--- config.mk ---
export PLATFORM = sky130hd
export DESIGN_NAME = forest_scheduler
export DESIGN_NICKNAME = d
export VERILOG_FILES = /design/src/rtl/itree_pkg.sv /design/src/rtl/itree_bank.sv /design/src/rtl/forest_scheduler.sv
export SDC_FILE = /design/constraint.sdc
export NUM_CORES = 1
export LEC_CHECK = 0
export ABC_AREA = 1
export CORE_MARGIN = 4
export CORE_UTILIZATION = 45
export CTS_BUF_LIST = sky130_fd_sc_hd__clkbuf_2
export DETAILED_ROUTE_END_ITERATION = 8
export PLACE_DENSITY = 0.73
export SLEW_MARGIN = 20
export SYNTH_ARGS = -nofsm -noshare
export SYNTH_HDL_FRONTEND = slang
export SYNTH_SLANG_ARGS = --single-unit
export TNS_END_PERCENT = 5
--- constraint.sdc ---
create_clock -name clk -period 2.55 [get_ports clk]
set_input_delay 0.3825 -clock clk [delete_from_list [all_inputs] [get_ports clk]]
set_output_delay 0.3825 -clock clk [all_outputs]
set_load 0.02 [all_outputs]
--- src/rtl/itree_pkg.sv ---
`default_nettype none
// ============================================================================
// itree_pkg : shared constants, FSM state encoding and score-width helper
//             for the isolation-forest scheduler.
// Revision  : 1.0
// ============================================================================
package itree_pkg;

    localparam int unsigned C_NUM_TREES   = 4;
    localparam int unsigned C_TREE_W      = 256;
    localparam int unsigned C_DATA_W      = 8;
    localparam int unsigned C_PLEN_W      = 4;
    localparam int unsigned C_WDOG_CYCLES = 64;

    typedef enum logic [2:0] {
        ST_IDLE   = 3'd0,
        ST_LOAD   = 3'd1,
        ST_START  = 3'd2,
        ST_WAIT   = 3'd3,
        ST_RESULT = 3'd4
    } state_e;

    // Wide enough for NUM_TREES maximal path lengths, so the sum never wraps.
    function automatic int unsigned score_w(input int unsigned num_trees,
                                            input int unsigned plen_w);
        return plen_w + $clog2(num_trees);
    endfunction

endpackage
`default_nettype wire

--- src/rtl/itree_bank.sv ---
`default_nettype none
// ============================================================================
// itree_bank : register array of serialized tree images, one write port and
//              one combinational read port, cleared on reset.
// Revision   : 1.0
// ============================================================================
module itree_bank #(
    parameter  int unsigned DEPTH = 4,
    parameter  int unsigned WIDTH = 256,
    localparam int unsigned AW    = $clog2(DEPTH)
) (
    input  logic             clk,
    input  logic             reset,
    input  logic             we_i,
    input  logic [AW-1:0]    waddr_i,
    input  logic [WIDTH-1:0] wdata_i,
    input  logic [AW-1:0]    raddr_i,
    output logic [WIDTH-1:0] rdata_o
);

    logic [WIDTH-1:0] entry_q [DEPTH];

    always_ff @(posedge clk or negedge reset) begin
        if (!reset) begin
            for (int i = 0; i < DEPTH; i++) begin
                entry_q[i] <= '0;
            end
        end else if (we_i) begin
            entry_q[waddr_i] <= wdata_i;
        end
    end

    assign rdata_o = entry_q[raddr_i];

endmodule
`default_nettype wire

--- src/rtl/forest_scheduler.sv ---
`default_nettype none
// ============================================================================
// forest_scheduler : time-shares one isolation-tree engine over NUM_TREES
//                    banked trees and sums path lengths into an anomaly score.
//                    Optional engine watchdog: FOREST_SCHEDULER_WDOG_EN
// Revision         : 1.0
// ============================================================================
module forest_scheduler
    import itree_pkg::*;
#(
    parameter  int unsigned NUM_TREES   = C_NUM_TREES,
    parameter  int unsigned TREE_W      = C_TREE_W,
    parameter  int unsigned DATA_W      = C_DATA_W,
    parameter  int unsigned PLEN_W      = C_PLEN_W,
    parameter  int unsigned WDOG_CYCLES = C_WDOG_CYCLES,
    localparam int unsigned IDX_W       = $clog2(NUM_TREES),
    localparam int unsigned SCORE_W     = score_w(NUM_TREES, PLEN_W)
) (
    input  logic               clk,
    input  logic               reset,
    input  logic               cfg_we,
    input  logic [IDX_W-1:0]   cfg_idx,
    input  logic [TREE_W-1:0]  cfg_tree,
    output logic               cfg_drop,
    input  logic               s_valid,
    output logic               s_ready,
    input  logic [DATA_W-1:0]  s_data,
    output logic               eng_load,
    output logic [TREE_W-1:0]  eng_tree,
    output logic               eng_start,
    output logic [DATA_W-1:0]  eng_data,
    input  logic               eng_done,
    input  logic [PLEN_W-1:0]  eng_plen,
    input  logic [SCORE_W-1:0] thresh,
    output logic               res_valid,
    input  logic               res_ready,
    output logic [SCORE_W-1:0] res_score,
    output logic               res_anomaly,
    output logic               busy,
    output logic               wdog_err
);

    localparam int unsigned        WDOG_W   = $clog2(WDOG_CYCLES + 1);
    localparam logic [SCORE_W-1:0] PLEN_MAX = SCORE_W'((1 << PLEN_W) - 1);
    localparam logic [IDX_W-1:0]   LAST_IDX = IDX_W'(NUM_TREES - 1);
    localparam logic [WDOG_W-1:0]  WDOG_TOP = WDOG_W'(WDOG_CYCLES - 1);
`ifdef FOREST_SCHEDULER_WDOG_EN
    localparam bit                 WDOG_EN  = 1'b1;
`else
    localparam bit                 WDOG_EN  = 1'b0;
`endif

    state_e              state_q;
    logic [IDX_W-1:0]    idx_q;
    logic [SCORE_W-1:0]  acc_q;
    logic [SCORE_W-1:0]  acc_d;
    logic [DATA_W-1:0]   sample_q;
    logic                eng_load_q;
    logic                eng_start_q;
    logic                res_valid_q;
    logic                res_anomaly_q;
    logic                cfg_drop_q;
    logic                wdog_err_q;
    logic [WDOG_W-1:0]   wdog_cnt_q;
    logic                wdog_fire;
    logic                bank_we;
    logic [TREE_W-1:0]   bank_rdata;

    // The bank only changes while idle, so LOAD always reads a settled image.
    assign bank_we   = cfg_we && (state_q == ST_IDLE);
    assign wdog_fire = WDOG_EN && (state_q == ST_WAIT) && !eng_done && (wdog_cnt_q == WDOG_TOP);
    assign acc_d     = acc_q + (wdog_fire ? PLEN_MAX : SCORE_W'(eng_plen));

    itree_bank #(
        .DEPTH (NUM_TREES),
        .WIDTH (TREE_W)
    ) u_bank (
        .clk     (clk),
        .reset   (reset),
        .we_i    (bank_we),
        .waddr_i (cfg_idx),
        .wdata_i (cfg_tree),
        .raddr_i (idx_q),
        .rdata_o (bank_rdata)
    );

    always_ff @(posedge clk or negedge reset) begin
        if (!reset) begin
            state_q       <= ST_IDLE;
            idx_q         <= '0;
            acc_q         <= '0;
            sample_q      <= '0;
            eng_load_q    <= 1'b0;
            eng_start_q   <= 1'b0;
            res_valid_q   <= 1'b0;
            res_anomaly_q <= 1'b0;
            cfg_drop_q    <= 1'b0;
            wdog_err_q    <= 1'b0;
            wdog_cnt_q    <= '0;
        end else begin
            eng_load_q  <= 1'b0;
            eng_start_q <= 1'b0;
            cfg_drop_q  <= cfg_we && (state_q != ST_IDLE);
            case (state_q)
                ST_IDLE: begin
                    if (s_valid) begin
                        sample_q   <= s_data;
                        acc_q      <= '0;
                        idx_q      <= '0;
                        eng_load_q <= 1'b1;
                        state_q    <= ST_LOAD;
                    end
                end
                ST_LOAD: begin
                    eng_start_q <= 1'b1;
                    state_q     <= ST_START;
                end
                ST_START: begin
                    wdog_cnt_q <= '0;
                    state_q    <= ST_WAIT;
                end
                ST_WAIT: begin
                    if (eng_done || wdog_fire) begin
                        acc_q <= acc_d;
                        if (wdog_fire) begin
                            wdog_err_q <= 1'b1;
                        end
                        if (idx_q == LAST_IDX) begin
                            res_valid_q   <= 1'b1;
                            res_anomaly_q <= (acc_d < thresh);
                            state_q       <= ST_RESULT;
                        end else begin
                            idx_q      <= idx_q + IDX_W'(1);
                            eng_load_q <= 1'b1;
                            state_q    <= ST_LOAD;
                        end
                    end else if (WDOG_EN) begin
                        wdog_cnt_q <= wdog_cnt_q + WDOG_W'(1);
                    end
                end
                ST_RESULT: begin
                    if (res_ready) begin
                        res_valid_q   <= 1'b0;
                        res_anomaly_q <= 1'b0;
                        state_q       <= ST_IDLE;
                    end
                end
                default: state_q <= ST_IDLE;
            endcase
        end
    end

    assign s_ready     = (state_q == ST_IDLE);
    assign busy        = (state_q != ST_IDLE);
    assign eng_load    = eng_load_q;
    assign eng_tree    = bank_rdata;
    assign eng_start   = eng_start_q;
    assign eng_data    = sample_q;
    assign res_valid   = res_valid_q;
    assign res_score   = acc_q;
    assign res_anomaly = res_anomaly_q;
    assign cfg_drop    = cfg_drop_q;
    assign wdog_err    = WDOG_EN ? wdog_err_q : 1'b0;

endmodule
`default_nettype wire

==> summary.txt <==
Die
  • Die X-Extent: roughly 330 um
  • Die area: around 110000 um^2
  • Io pins: 560
  • # rows: 119
  • Starting Density: 0.454
  • Core ar.: roughly 110000 um^2
  • Die height: approximately 330 um

Setup path
  • Worst path arrival time: 3.15 ns
  • RR Endpoint: u_bank.entry_q[674]$_DFFE_PN0P_
  • CP startpoint kind: register
  • Req. time, crit path: around 2.2 ns
  • Worst-case reg-to-reg path depth: 10
  • Crit Path Class: reg2out
  • CP Launch Point: idx_q[0]$_DFFE_PN0P_
  • Nature of the critical path endpoint: output port
  • CP endpoint: eng_tree[54]
  • Reg2Reg Launch Point: state_q[2]$_DFFE_PN0P_
  • R2r setup slk: -0.08 ns
  • Largest fanout on the critical path: 29

CTS
  • H-tree Lvls: 5
  • Skew-Pair Late Insertion Delay: approximately 1.5 ns
  • CTS sink cnt: ~1000
  • Clk slew on worst S/H paths: 0.10 ns
  • Total CTS buffers: between 200 and 300
  • CTS tree: done
  • Root Driver: clkbuf_2
  • Maximum root-to-sink buffer count: 4

Logic synthesis
  • Mapped cell area: about 48000 um^2
  • Largest family of logic cells by synthesized area: compound AO/OA/AOI/OAI gates
  • Most frequent cell after synthesis: nand2_1
  • Largest area contributor in the netlist: dfrtp_1
  • Synth warnings: 0
  • Simple-gate share of the synthesized area: 0.131
  • Commonest cells in the netlist: nand2_1 (1088), dfrtp_1 (1048), o21ai_0 (627)
  • Count of cell types in the netlist: 30
  • EDFF count, synth: 0
  • Syn_nets: ~5500
  • Top cell type's share of synthesized area: 0.547
  • #FFs+latches synth: about 1000
  • Sequential-to-total area share from yosys stat: 0.547
  • Synth Area in Compound Gates: 0.231
  • Synth async-reset ratio: 1.00
  • Synth area leaders: dfrtp_1 (55%), nand2_1 (8.5%), o21ai_2 (8.5%)
  • Synth Area in XOR/XNOR: 0.000366
  • Ys flop type: dfrtp_1
  • Post-synthesis mux area share: 0
  • Adder-Cell Fraction of Synth Area: 0.00303
  • Mapped Cells: between 5000 and 6000
  • Syn_area_per_cell: 9.25 um^2

Global routing
  • Tot GR Track Use: 0.254
  • Vias in the first global route: 43800
  • Grt total ovfl: 0
  • First-pass GRT wire length: approximately 230000 um
  • Initial antenna violation count: 5
  • Largest net degree at the start of global routing: 84

Worst hold path
  • Worst hold path stage count: 4
  • HP Class: in2reg

Power and ir drop
  • Pwr dens: 1270 nW/um^2
  • VDD IR-drop max: roughly 1.1 mV
  • Leakage: 31.0 nW

STA
  • Max-slew violations: 0
  • Final period util: 1.39
  • Max Clk Rate: between 200 and 300 MHz
  • Slew @ Worst Pin: a little over 0.9 ns
  • Fin crit period: ~3.5 ns
  • Hold Vio Cnt, Final: 0
  • RSZ-0062 raised after global routing: true
  • Worst slew margin: 0.383
  • Clock skew: about 0.19 ns
  • Final WS setup: -0.986 ns
  • Setup-failing EPs final: roughly 310

Route
  • Initial DRC count: slightly below 4000
  • Detailed Route WL: 148000 um
  • Residual DRC count: 0
  • Detailed Routing Iterations Pass 1: 6
  • DR vias/cell: between 5 and 6
  • Routed Antenna Nets: 0
  • Per-cell routed wire length: around 18 um
  • Via count: 43500

Placed design
  • Area after DPL: 55700 um^2
  • Final HPWL DP: 87300 um
  • Setup slack at placement: -0.183 ns
  • I/O Buffers: ~560
  • Final RePlAce weighted congestion: about 0.87

Run status
  • Failing checks: setup timing
  • Run status: finished, violations left

Run
  • MaxCap Viol Count: 0

Cells and area
  • Final Cell Area: ~64000 um^2
  • Layout area overhead: 33.6%
  • Fraction of layout cells with a size suffix above 1: 0.239
  • NumNets Final: 6810
-- how the worst min path moves through the flow --
stage / start / slack, ns / end
floorplan: reset / 0.09 / cfg_drop$_DFF_PN0_
global placement: reset / 0.43 / res_score[3]$_DFFE_PN0P_
detailed placement: reset / 0.44 / res_valid$_DFFE_PN0P_
CTS: cfg_tree[124] / 0.002 / u_bank.entry_q[124]$_DFFE_PN0P_
global route: cfg_tree[202] / 0.02 / u_bank.entry_q[458]$_DFFE_PN0P_
finish: cfg_tree[133] / 0.28 / u_bank.entry_q[901]$_DFFE_PN0P_
-- what timing repair did --
action                                  4_1_cts  5_1_grt
endpoints found under the hold margin      2095        0
resized for setup                           685      613
pin swaps                                    13       37
endpoints found under the setup margin      277      467
hold buffers                                532        0
gates cloned                                  1       18
setup buffers                                 3       13
-- logic make-up (layout without fill, tap and decap cells) --
logic type	after synthesis	count (layout)
compound gates	1802	1802
simple gates	1639	1639
buf+inv	679	2185
other cells	1	10
fa+ha+maj	11	11
flops	1048	1048
xor+xnor	2	2
-- where the power goes --
group	internal (mW)	switching, mW	leakage (nW)	total [mW]
combinational	17.7	24.0	15.9	41.7
sequential	23.9	4.07	13.2	28.0
clock	4.56	6.87	1.89	11.4
-- stage by stage --
stage / TNS (ns) / utilization / total power, mW / hold WS, ns / instances
floorplan: 0 / - / 49.2 / 0.0869 / 5182
global placement: -0.269 / 0.528 / 66.3 / 0.435 / 7043
detailed placement: -0.183 / 0.528 / 67.3 / 0.437 / 7043
CTS: -331.66 / 0.600 / 78.4 / 0.00222 / 8048
global route: -334.14 / 0.606 / 86.4 / 0.0215 / 8088
finish: -230.63 / 0.606 / 81.1 / 0.276 / 8088
-- sequential cells by signal (all words and copies together) (netlist names) --
register / cells
res_anomaly: 1
eng_load: 1
cfg_drop: 1
eng_start: 1
state_q: 3
u_bank.entry_q: 1024
res_valid: 1
eng_data: 8
res_score: 6
idx_q: 2
-- routing by layer --
layer  global-route usage  share of wire  up-vias
li1                     -              -    20200
met1                0.321           0.40    20900
met2                0.413           0.48     2026
met3               0.0520          0.069      475
met4                0.137          0.049        2
met5                    0       0.000074        -
-- placed cells by master, fill, tap and decap left out, types with 16 or more instances in the layout --
cell | synthesis | routed
nand2_1 | 1088 | 1088
dfrtp_1 | 1048 | 1046
o21ai_1 | 450 | 568
dlygate4sd3_1 | 0 | 531
nor2_1 | 519 | 512
clkbuf_2 | 0 | 503
o21ai_0 | 627 | 490
o21ai_2 | 464 | 483
buf_4 | 1 | 311
clkdlybuf4s50_1 | 0 | 301
inv_1 | 281 | 280
o22ai_1 | 256 | 204
buf_12 | 0 | 95
o22ai_2 | 0 | 52
buf_6 | 212 | 50
clkinv_1 | 0 | 29
nand3_1 | 19 | 19
buf_2 | 11 | 19
clkbuf_16 | 0 | 16
-- critical path, stage by stage (launching register included) --
cell	delay [ns]
dfrtp_4	0.49
buf_12	0.14
buf_16	0.18
buf_12	0.21
o21ai_0	0.14
o22ai_1	0.27
buf_4	0.20
-- final cells by class --
type / count / area, um^2
multi-input cells: 3455 / 17900
clock buffers: 423 / 2120
inverters: 282 / 1080
well taps: 1391 / 1740
fillers: 8477 / 41500
diodes: 9 / 22.5
repair buffers: 1434 / 14600
clock inverters: 46 / 235
flip-flops and latches: 1048 / 26200
Power figures use the tool's default switching activity.
